### src/rtl/game_pkg.sv
// Shared types and helpers for the Sudoku board controller: board geometry, FSM states and
// cell/group index functions.
package game_pkg;

   localparam int unsigned CELLS   = 81;
   localparam int unsigned DIGIT_W = 4;
   localparam int unsigned GROUPS  = 27;

   typedef enum logic [1:0] {
      StIdle,
      StLoad,
      StPlay,
      StCheck
   } game_state_e;

   function automatic logic [6:0] cell_idx(input logic [3:0] row, input logic [3:0] col);
      int unsigned r;
      int unsigned c;
      r = 32'(row);
      c = 32'(col);
      return 7'(r * 9 + c);
   endfunction

   // Groups 0..8 are rows, 9..17 columns, 18..26 boxes in row-major order.
   function automatic logic [6:0] group_cell(input logic [4:0] g, input logic [3:0] k);
      int unsigned gi;
      int unsigned ki;
      int unsigned b;
      int unsigned r;
      int unsigned c;
      gi = 32'(g);
      ki = 32'(k);
      if (gi < 9) begin
         r = gi;
         c = ki;
      end else if (gi < 18) begin
         r = ki;
         c = gi - 9;
      end else begin
         b = gi - 18;
         r = (b / 3) * 3 + ki / 3;
         c = (b % 3) * 3 + ki % 3;
      end
      return 7'(r * 9 + c);
   endfunction

endpackage

### src/rtl/sudoku_group_checker.sv
// Combinational check that nine digits hold exactly 1..9 once each. Only present when
// GAME_BOARD_AUTOCHECK_EN is defined.
`ifdef GAME_BOARD_AUTOCHECK_EN
module sudoku_group_checker
   import game_pkg::*;
(
   input  logic [8:0][DIGIT_W-1:0] digits,
   output logic                    ok
);

   logic [8:0] mask;

   always_comb begin
      mask = '0;
      for (int k = 0; k < 9; k++) begin
         if (digits[k] >= 4'd1 && digits[k] <= 4'd9) begin
            mask[digits[k] - 4'd1] = 1'b1;
         end
      end
   end

   assign ok = (mask == 9'h1FF);

endmodule
`endif

### src/rtl/game_board_ctrl.sv
// Sudoku board owner: loads a puzzle from ROM, applies handshaked digit writes and, when
// GAME_BOARD_AUTOCHECK_EN is defined, scans all 27 groups after each write to raise solved.
module game_board_ctrl
   import game_pkg::*;
#(
   parameter int unsigned PUZZLE_CNT = 4,
   parameter int unsigned ROM_AW     = 9
) (
   input  logic                          clk,
   input  logic                          rst,
   input  logic                          load_start,
   input  logic [$clog2(PUZZLE_CNT)-1:0] puzzle_sel,
   output logic [ROM_AW-1:0]             rom_addr,
   input  logic [4:0]                    rom_data,
   input  logic                          wr_valid,
   output logic                          wr_ready,
   input  logic [3:0]                    wr_row,
   input  logic [3:0]                    wr_col,
   input  logic [DIGIT_W-1:0]            wr_digit,
   output logic                          wr_reject,
   output logic [CELLS*DIGIT_W-1:0]      board,
   output logic [CELLS-1:0]              board_blank,
   output logic                          busy,
   output logic                          solved
);

   game_state_e              state_q, state_d;
   logic [6:0]               cnt_q, cnt_d;
   logic [ROM_AW-1:0]        addr_q, addr_d;
   logic [CELLS*DIGIT_W-1:0] board_q, board_d;
   logic [CELLS-1:0]         blank_q, blank_d;
   logic                     reject_q, reject_d;
   logic                     solved_q, solved_d;

   logic [ROM_AW-1:0] base_addr;
   logic [6:0]        ld_idx;
   logic [6:0]        wr_idx;
   logic              wr_fire;
   logic              wr_in_range;
   logic              wr_bad;

   assign base_addr   = ROM_AW'(32'(puzzle_sel) * 32'd81);
   // ROM data lags the address by one cycle, so the captured cell trails the counter.
   assign ld_idx      = cnt_q - 7'd1;
   assign wr_idx      = cell_idx(wr_row, wr_col);
   assign wr_fire     = wr_valid & wr_ready;
   assign wr_in_range = (wr_row <= 4'd8) && (wr_col <= 4'd8);
   assign wr_bad      = !wr_in_range || (wr_digit > 4'd9) || !blank_q[wr_idx] || solved_q;

`ifdef GAME_BOARD_AUTOCHECK_EN
   logic [4:0]                scan_q, scan_d;
   logic                      acc_q, acc_d;
   logic                      group_ok;
   logic [8:0][DIGIT_W-1:0]   grp_digits;

   always_comb begin
      for (int k = 0; k < 9; k++) begin
         grp_digits[k] = board_q[int'(group_cell(scan_q, 4'(k))) * DIGIT_W +: DIGIT_W];
      end
   end

   sudoku_group_checker u_checker (
      .digits (grp_digits),
      .ok     (group_ok)
   );
`endif

   always_comb begin
      state_d  = state_q;
      cnt_d    = cnt_q;
      addr_d   = addr_q;
      board_d  = board_q;
      blank_d  = blank_q;
      reject_d = 1'b0;
      solved_d = solved_q;
`ifdef GAME_BOARD_AUTOCHECK_EN
      scan_d   = scan_q;
      acc_d    = acc_q;
`endif
      // A load request outside LOAD always wins, aborting a scan or dropping a write.
      if (load_start && state_q != StLoad) begin
         state_d  = StLoad;
         cnt_d    = '0;
         addr_d   = base_addr;
         solved_d = 1'b0;
      end else begin
         unique case (state_q)
            StLoad: begin
               if (cnt_q != 7'd0) begin
                  board_d[int'(ld_idx) * DIGIT_W +: DIGIT_W] = rom_data[4] ? rom_data[3:0] : '0;
                  blank_d[ld_idx] = ~rom_data[4];
               end
               if (cnt_q == 7'(CELLS)) begin
                  state_d = StPlay;
               end else begin
                  cnt_d = cnt_q + 7'd1;
                  if (cnt_q < 7'(CELLS - 1)) begin
                     addr_d = addr_q + ROM_AW'(1);
                  end
               end
            end
            StPlay: begin
               if (wr_fire) begin
                  if (wr_bad) begin
                     reject_d = 1'b1;
                  end else begin
                     board_d[int'(wr_idx) * DIGIT_W +: DIGIT_W] = wr_digit;
`ifdef GAME_BOARD_AUTOCHECK_EN
                     state_d = StCheck;
                     scan_d  = '0;
                     acc_d   = 1'b1;
`endif
                  end
               end
            end
`ifdef GAME_BOARD_AUTOCHECK_EN
            StCheck: begin
               acc_d = acc_q & group_ok;
               if (scan_q == 5'(GROUPS - 1)) begin
                  solved_d = acc_q & group_ok;
                  state_d  = StPlay;
               end else begin
                  scan_d = scan_q + 5'd1;
               end
            end
`endif
            default: ;
         endcase
      end
   end

   always_ff @(posedge clk) begin
      if (rst) begin
         state_q  <= StIdle;
         cnt_q    <= '0;
         addr_q   <= '0;
         board_q  <= '0;
         blank_q  <= '1;
         reject_q <= 1'b0;
         solved_q <= 1'b0;
`ifdef GAME_BOARD_AUTOCHECK_EN
         scan_q   <= '0;
         acc_q    <= 1'b1;
`endif
      end else begin
         state_q  <= state_d;
         cnt_q    <= cnt_d;
         addr_q   <= addr_d;
         board_q  <= board_d;
         blank_q  <= blank_d;
         reject_q <= reject_d;
         solved_q <= solved_d;
`ifdef GAME_BOARD_AUTOCHECK_EN
         scan_q   <= scan_d;
         acc_q    <= acc_d;
`endif
      end
   end

   assign wr_ready    = (state_q == StPlay);
   assign busy        = (state_q == StLoad) || (state_q == StCheck);
   assign rom_addr    = addr_q;
   assign board       = board_q;
   assign board_blank = blank_q;
   assign wr_reject   = reject_q;
   assign solved      = solved_q;

endmodule

### config.mk
export PLATFORM = sky130hd
export DESIGN_NAME = game_board_ctrl
export DESIGN_NICKNAME = d
export VERILOG_FILES = /design/src/rtl/game_pkg.sv /design/src/rtl/sudoku_group_checker.sv /design/src/rtl/game_board_ctrl.sv
export SDC_FILE = /design/constraint.sdc
export NUM_CORES = 1
export LEC_CHECK = 0
export ABC_CLOCK_PERIOD_IN_PS = 11200
export BUFFER_PORTS_ARGS = -buffer_cell sky130_fd_sc_hd__buf_2
export CELL_PAD_IN_SITES_DETAIL_PLACEMENT = 1
export CELL_PAD_IN_SITES_GLOBAL_PLACEMENT = 1
export CORE_ASPECT_RATIO = 0.5
export CORE_MARGIN = 5
export CORE_UTILIZATION = 25
export CTS_CLUSTER_DIAMETER = 100
export DETAILED_ROUTE_END_ITERATION = 8
export PLACE_DENSITY = 0.57
export SETUP_SLACK_MARGIN = 0.3
export SLEW_MARGIN = 20
export SYNTH_ARGS = -nofsm -noshare
export SYNTH_HDL_FRONTEND = slang
export SYNTH_SLANG_ARGS = --single-unit
### constraint.sdc
create_clock -name clk -period 11.2 [get_ports clk]
set_input_delay 2.24 -clock clk [delete_from_list [all_inputs] [get_ports clk]]
set_output_delay 2.24 -clock clk [all_outputs]
set_load 0.01 [all_outputs]
# After elaboration in Yosys (flattened, before gate mapping)
# Index checks and enable logic that the tools add are counted.
totals:
  mem_count: 0
  rom_bits: 0
  ramBits: 0
  elab_cells: 82
  latch_bits: 0
  register_bits: 424
  inputBits: 23
  output_inout_bits: 418
classes:
  reduce_logical: 21
  muxes: 20
  n_bitwise: 6
  n_mul: 2
  shifts: 4
  n_eq_ne: 9
  order_cmp: 7
  div: 0
  addsub: 6
op_table:
  columns: ["operator", "count"]
  rows:
  - ["two-way mux 324 bit", 3]
  - ["bitwise mux 324 bit", 2]
  - ["one-hot mux 324 bit (2 select lines)", 1]
  - ["variable shift 4 x 34 -> 324 bit (first input constant)", 2]
  - ["indexed part select 4 x 34 -> 324 bit", 2]
  - ["bitwise mux 81 bit", 1]
  - ["negator 9 -> 34 bit", 2]
  - ["two-way mux 9 bit", 4]
  - ["< comparator 7 x 8 -> 1 bit (second input constant)", 2]
  - ["adder 9 x 1 -> 9 bit (second input constant)", 1]
  - ["multiplier 2 x 7 -> 9 bit (second input constant)", 1]
  - ["<= comparator 4 bit (second input constant)", 2]
  - ["nonzero test 2 bit", 4]
  - ["adder 7 x 1 -> 7 bit (second input constant)", 1]
  - ["adder 7 x 4 -> 7 bit", 1]
  - ["binary-select mux 1 bit (select 7 bit)", 1]
  - ["demux 1 bit (select 7 bit)", 1]
  - ["== test 7 bit (second input constant)", 1]
  - ["greater-or-equal comparator 7 x 1 -> 1 bit (second input constant)", 1]
  - ["< comparator 7 bit (second input constant)", 1]
  - ["multiplier 4 x 4 -> 7 bit (second input constant)", 1]
  - ["nonzero test 7 bit", 1]
  - ["subtractor 7 x 1 -> 7 bit (second input constant)", 1]
  - ["two-way mux 1 bit", 6]
  - ["16 further kinds", 32]

# Longest topological paths before layout
depth:
  word_depth: 9
  depth_mapped: 19
  ltp_nobuf: 18

# Least setup slack after synthesis
# No wires, ideal clock.
synth_timing:
  path_kind: "input to register"
  start: "in wr_row[0]"
  end: "reg board_q[34], in the netlist board[34]"
  slack_ns: 5.039
  t_required_ns: 11.066
  path_buffers: 2
  arrival_ns: 6.027
  stages: 18
  setup_ns: 0.134
  cell_sequence: "ha_1 > ha_1 > ha_1 > a21oi_1 > nand3b_1 > nand2_1 > clkbuf_1 > nand2_1 > nor2_1 > ha_1 > nand2_1 > or2_2 > clkbuf_1 > nor3_1 > o21ai_0 > a21oi_1 > nor3b_1 > nor3_1"
synth_via:
  elab_chain_cells: 8
synth_rtl:
  columns: ["element", "line_no", "text"]
  rows:
  - ["from (decl)", "game_board_ctrl.sv:17", "input logic [3:0] wr_row,"]
  - ["multiplier 4 x 4 -> 7 bit", "game_pkg.sv:21", "return 7'(r * 9 + c);"]
  - ["adder 7 x 4 -> 7 bit", "game_pkg.sv:21", null]
  - ["negator 9 -> 34 bit or binary-select mux 1 bit (select 7 bit) (tied branches)", "game_board_ctrl.sv:107, game_board_ctrl.sv:48", null]
  - ["indexed part select 4 x 34 -> 324 bit, or another cell as far along", "game_board_ctrl.sv:107", "board_d[int'(wr_idx) * DIGIT_W +: DIGIT_W] = wr_digit;"]
  - ["bitwise mux 324 bit or zero test 1 bit (tied branches)", "game_board_ctrl.sv:107, game_board_ctrl.sv:48", null]
  - ["two-way mux 324 bit or logical OR 1 bit (tied branches)", "game_board_ctrl.sv:104, game_board_ctrl.sv:48", null]
  - ["two-way mux 324 bit or inequality test 2 bit (tied branches)", null, null]
  - ["one-hot mux 324 bit (2 select lines) or AND reduction 5 bit (tied branches)", null, null]
  - ["to (signal assigned)", "game_board_ctrl.sv:149", "board_q <= board_d;"]
  - ["to (decl)", "game_board_ctrl.sv:30", "logic [CELLS*DIGIT_W-1:0] board_q, board_d;"]
# Parallel ways exist; a longest one is shown, timed or not. The select of a mux whose other input is x is not followed.
# A chain may end at the register's enable or synchronous reset.

# Worst setup path in the final report
layout_timing:
  start: "in wr_row[1]"
  end: "reg board_q[123], in the netlist board[123]"
# Same word-level chain as after synthesis.

==> run_results.csv <==
group,metric,value,unit
status,status,"completed",
sta,finalMaxSlewViolations,0,
placement,port_buffers,439,
placement,hpwl,106000,µm
clock_tree,clkTransAtPathRegs,60,ps
floorplan,dieArea,106000,µm²
setup_path,worstPathMaxFanout,68,
power,powerDensity,135,nW/µm²
synthesis,synth_flop_cell,"dfxtp_1",
finish,fill_cells,11800,
synthesis,synth_seq_area_share,34.2,%
sta,relSlewSlack,16.8,%
sta,rsz0062_at_grt,"false",
setup_path,end_kind,"register",
drt,viasPerCell,6.20,
clock_tree,holdBufCountCts,0,
floorplan,dieHeight,233,µm
global_routing,grt-ovfl-total,0,
finish,multi_input_area,14900,µm²
sta,finalHoldViolCount,0,
drt,drt-pass1-iter-count,5,
drt,ant_nets,0,
clock_tree,cts_root_buf,"clkbuf_16",
power,p_switching,1340,µW
floorplan,row_count,81,
power,vdd_drop_max,92.1,µV
placement,placedInstanceArea,28200,µm²
power,switching_share,33.3,%
drt,vias,28800,
finish,final_common_cell,"buf_2",
drt,wirelength,146000,µm
power,internal_power,2690,µW
finish,seqCellArea,8490,µm²
synthesis,synth-edff-count,0,
clock_tree,cts_resized,0,
clock_tree,cts_made_buffers,46,
sta,setup-tns-final,0,ps
synthesis,synthArstFlopShare,0,%
drt,wl_per_cell,31.5,µm
floorplan,core,98100,µm²
clock_tree,clockBufferDepth,3,
floorplan,initial_core_util,25.3,%
sta,max_freq,141,MHz
drt,drc,0,
sta,worstMarginPinSlew,1250,ps
setup_path,arrival,7530,ps
drt,drtIter0Drc,3307,
clock_tree,clock_sinks,424,
sta,fin_crit_sh,63.3,%
sta,finalSetupViolations,0,
global_routing,track_usage,26.0,%
finish,layout-drive-gt1-share,22.6,%
placement,gp_congestion,0.944,
floorplan,pin_count,441,
synthesis,ys_warn_count,0,
floorplan,die_w,456,µm
finish,nets,3320,
worst_hold_path,hold_path_class,"reg2reg",
global_routing,grt_pass1_wl,206000,µm
clock_tree,clock_latency,640,ps
setup_path,path_class,"in2reg",
synthesis,synth_cell_type_count,94,
clock_tree,htree_levels,2,
power,power_frac_comb,18.4,%
clock_tree,cts_tree,"yes",
power,p_leak,0.0101,µW
global_routing,first_global_vias,28000,
setup_path,start_kind,"primary input",
power,seq_power_share,37.6,%
job,maxCapViolations,0,
global_routing,grt_max_degree,190,
finish,final_cell_mix,"439 x buf_2, 424 x dfxtp_1, 228 x nor2_1",
synthesis,syn_nets,3059,
clock_tree,post-cts-setup-buffers,0,
finish,fin_area,29900,µm²
global_routing,antenna_found_initial,7,
synthesis,syn_inst,3012,
setup_path,required,11640,ps
sta,min_period,7090,ps
synthesis,syn-mean-instance-area,8.25,µm²
synthesis,synth_area,24800,µm²
finish,areaGrowthSynthToFinish,20.4,%
synthesis,ys_ff_latch,424,
power,clockPowerShare,44.1,%
sta,skew,35.7,ps
synthesized netlist by cell type (36+ instances only):
| cell type | instances | share of area [%] |
|---|---|---|
| o22ai_1 | 93 | 2.3 |
| buf_2 | 56 | 1.1 |
| a32oi_1 | 36 | 1.3 |
| inv_1 | 93 | 1.4 |
| nor3_1 | 94 | 1.9 |
| a21oi_1 | 169 | 3.4 |
| nor2_1 | 233 | 3.5 |
| a211oi_1 | 150 | 4.5 |
| nand2_1 | 219 | 3.3 |
| o21ai_0 | 181 | 3.6 |
| nand3_1 | 56 | 1.1 |
| o32a_1 | 52 | 2.1 |
| dfxtp_1 | 424 | 34 |
| a31oi_1 | 172 | 4.3 |
| mux2i_1 | 41 | 1.7 |
| a221oi_1 | 62 | 2.2 |
| o311ai_0 | 79 | 2.8 |
| clkbuf_1 | 211 | 3.2 |
power by group through the flow:
stage / logic, µW / clock network [µW] / registers [µW]
after floorplan: 397 / 0 / 1550
after detailed placement: 701 / 0 / 1550
after global routing: 751 / 1870 / 1520
after CTS: 702 / 1810 / 1520
after global placement: 697 / 0 / 1550
final: 740 / 1780 / 1520
logic make-up (layout without fill, tap and decap cells):
group / Yosys count / count (layout) / synth area share, %
XOR/XNOR: 21 / 21 / 0.826
other: 1 / 7 / 0.0151
buffers and inverters: 399 / 697 / 6.76
AO/OA/AOI/OAI: 1300 / 1300 / 38.3
adder cells (fa/ha/maj): 24 / 24 / 1.24
flip-flops: 424 / 424 / 34.2
multiplexers: 61 / 61 / 3.47
AND/OR/NAND/NOR: 782 / 782 / 15.3
worst paths after layout:
check | from | to | slack, ps | cells after the start
setup / recovery | wr_row[1] | board[123]$_SDFFE_PP0P_ | 4110 | 14
hold / removal | board[240]$_SDFFE_PP0P_ | board[240]$_SDFFE_PP0P_ | 450 | 2
setup reg to reg | cnt_q[0]$_SDFFE_PP0P_ | board[130]$_SDFFE_PP0P_ | 5230 | 11
hold reg to reg | board[240]$_SDFFE_PP0P_ | board[240]$_SDFFE_PP0P_ | 450 | 2
stage by stage:
stage	total power, µW	setup WS, ps	hold WS (ps)	utilization (%)	std cells
after global routing	4140	3830	481	30.5	4640
after floorplan	1950	5040	466	-	3012
after detailed placement	2250	3220	446	28.7	4552
after global placement	2250	3420	445	28.7	4552
after CTS	4030	3880	458	30.4	4637
final	4030	4110	452	30.5	4644
flip-flops by register name (all words and copies together) (netlist names):
name         count
board          324
board_blank     81
cnt_q            7
rom_addr         9
state_q          2
wr_reject        1
metal layers:
metal  up-vias  global-route usage (%)  routed length, µm
met4         4                    10.7               6530
met3       324                    7.32              15100
met5         -                       0                 24
met1     14600                    34.4              61300
li1      12400                       -                  -
met2      1531                    39.8              63400
cell type report:
type / count / area share [%]
multi-input cells: 2189 / 49.7
flip-flops and latches: 424 / 28.4
repair buffers: 518 / 9.44
well taps: 1328 / 5.55
clock buffers: 62 / 4.35
clock inverters: 23 / 1.30
inverters: 94 / 1.19
diodes: 6 / 0.0502
critical path: stages:
cell,delay (ps)
buf_2,120
ha_1,280
ha_1,160
inv_1,60
fa_1,1070
inv_1,210
nor3_1,500
nand3_1,150
a211oi_2,460
a221oi_4,130
buf_4,340
nor2_4,740
buf_4,780
a221oi_1,210
Note: power is estimated with default switching activity, not from simulation.
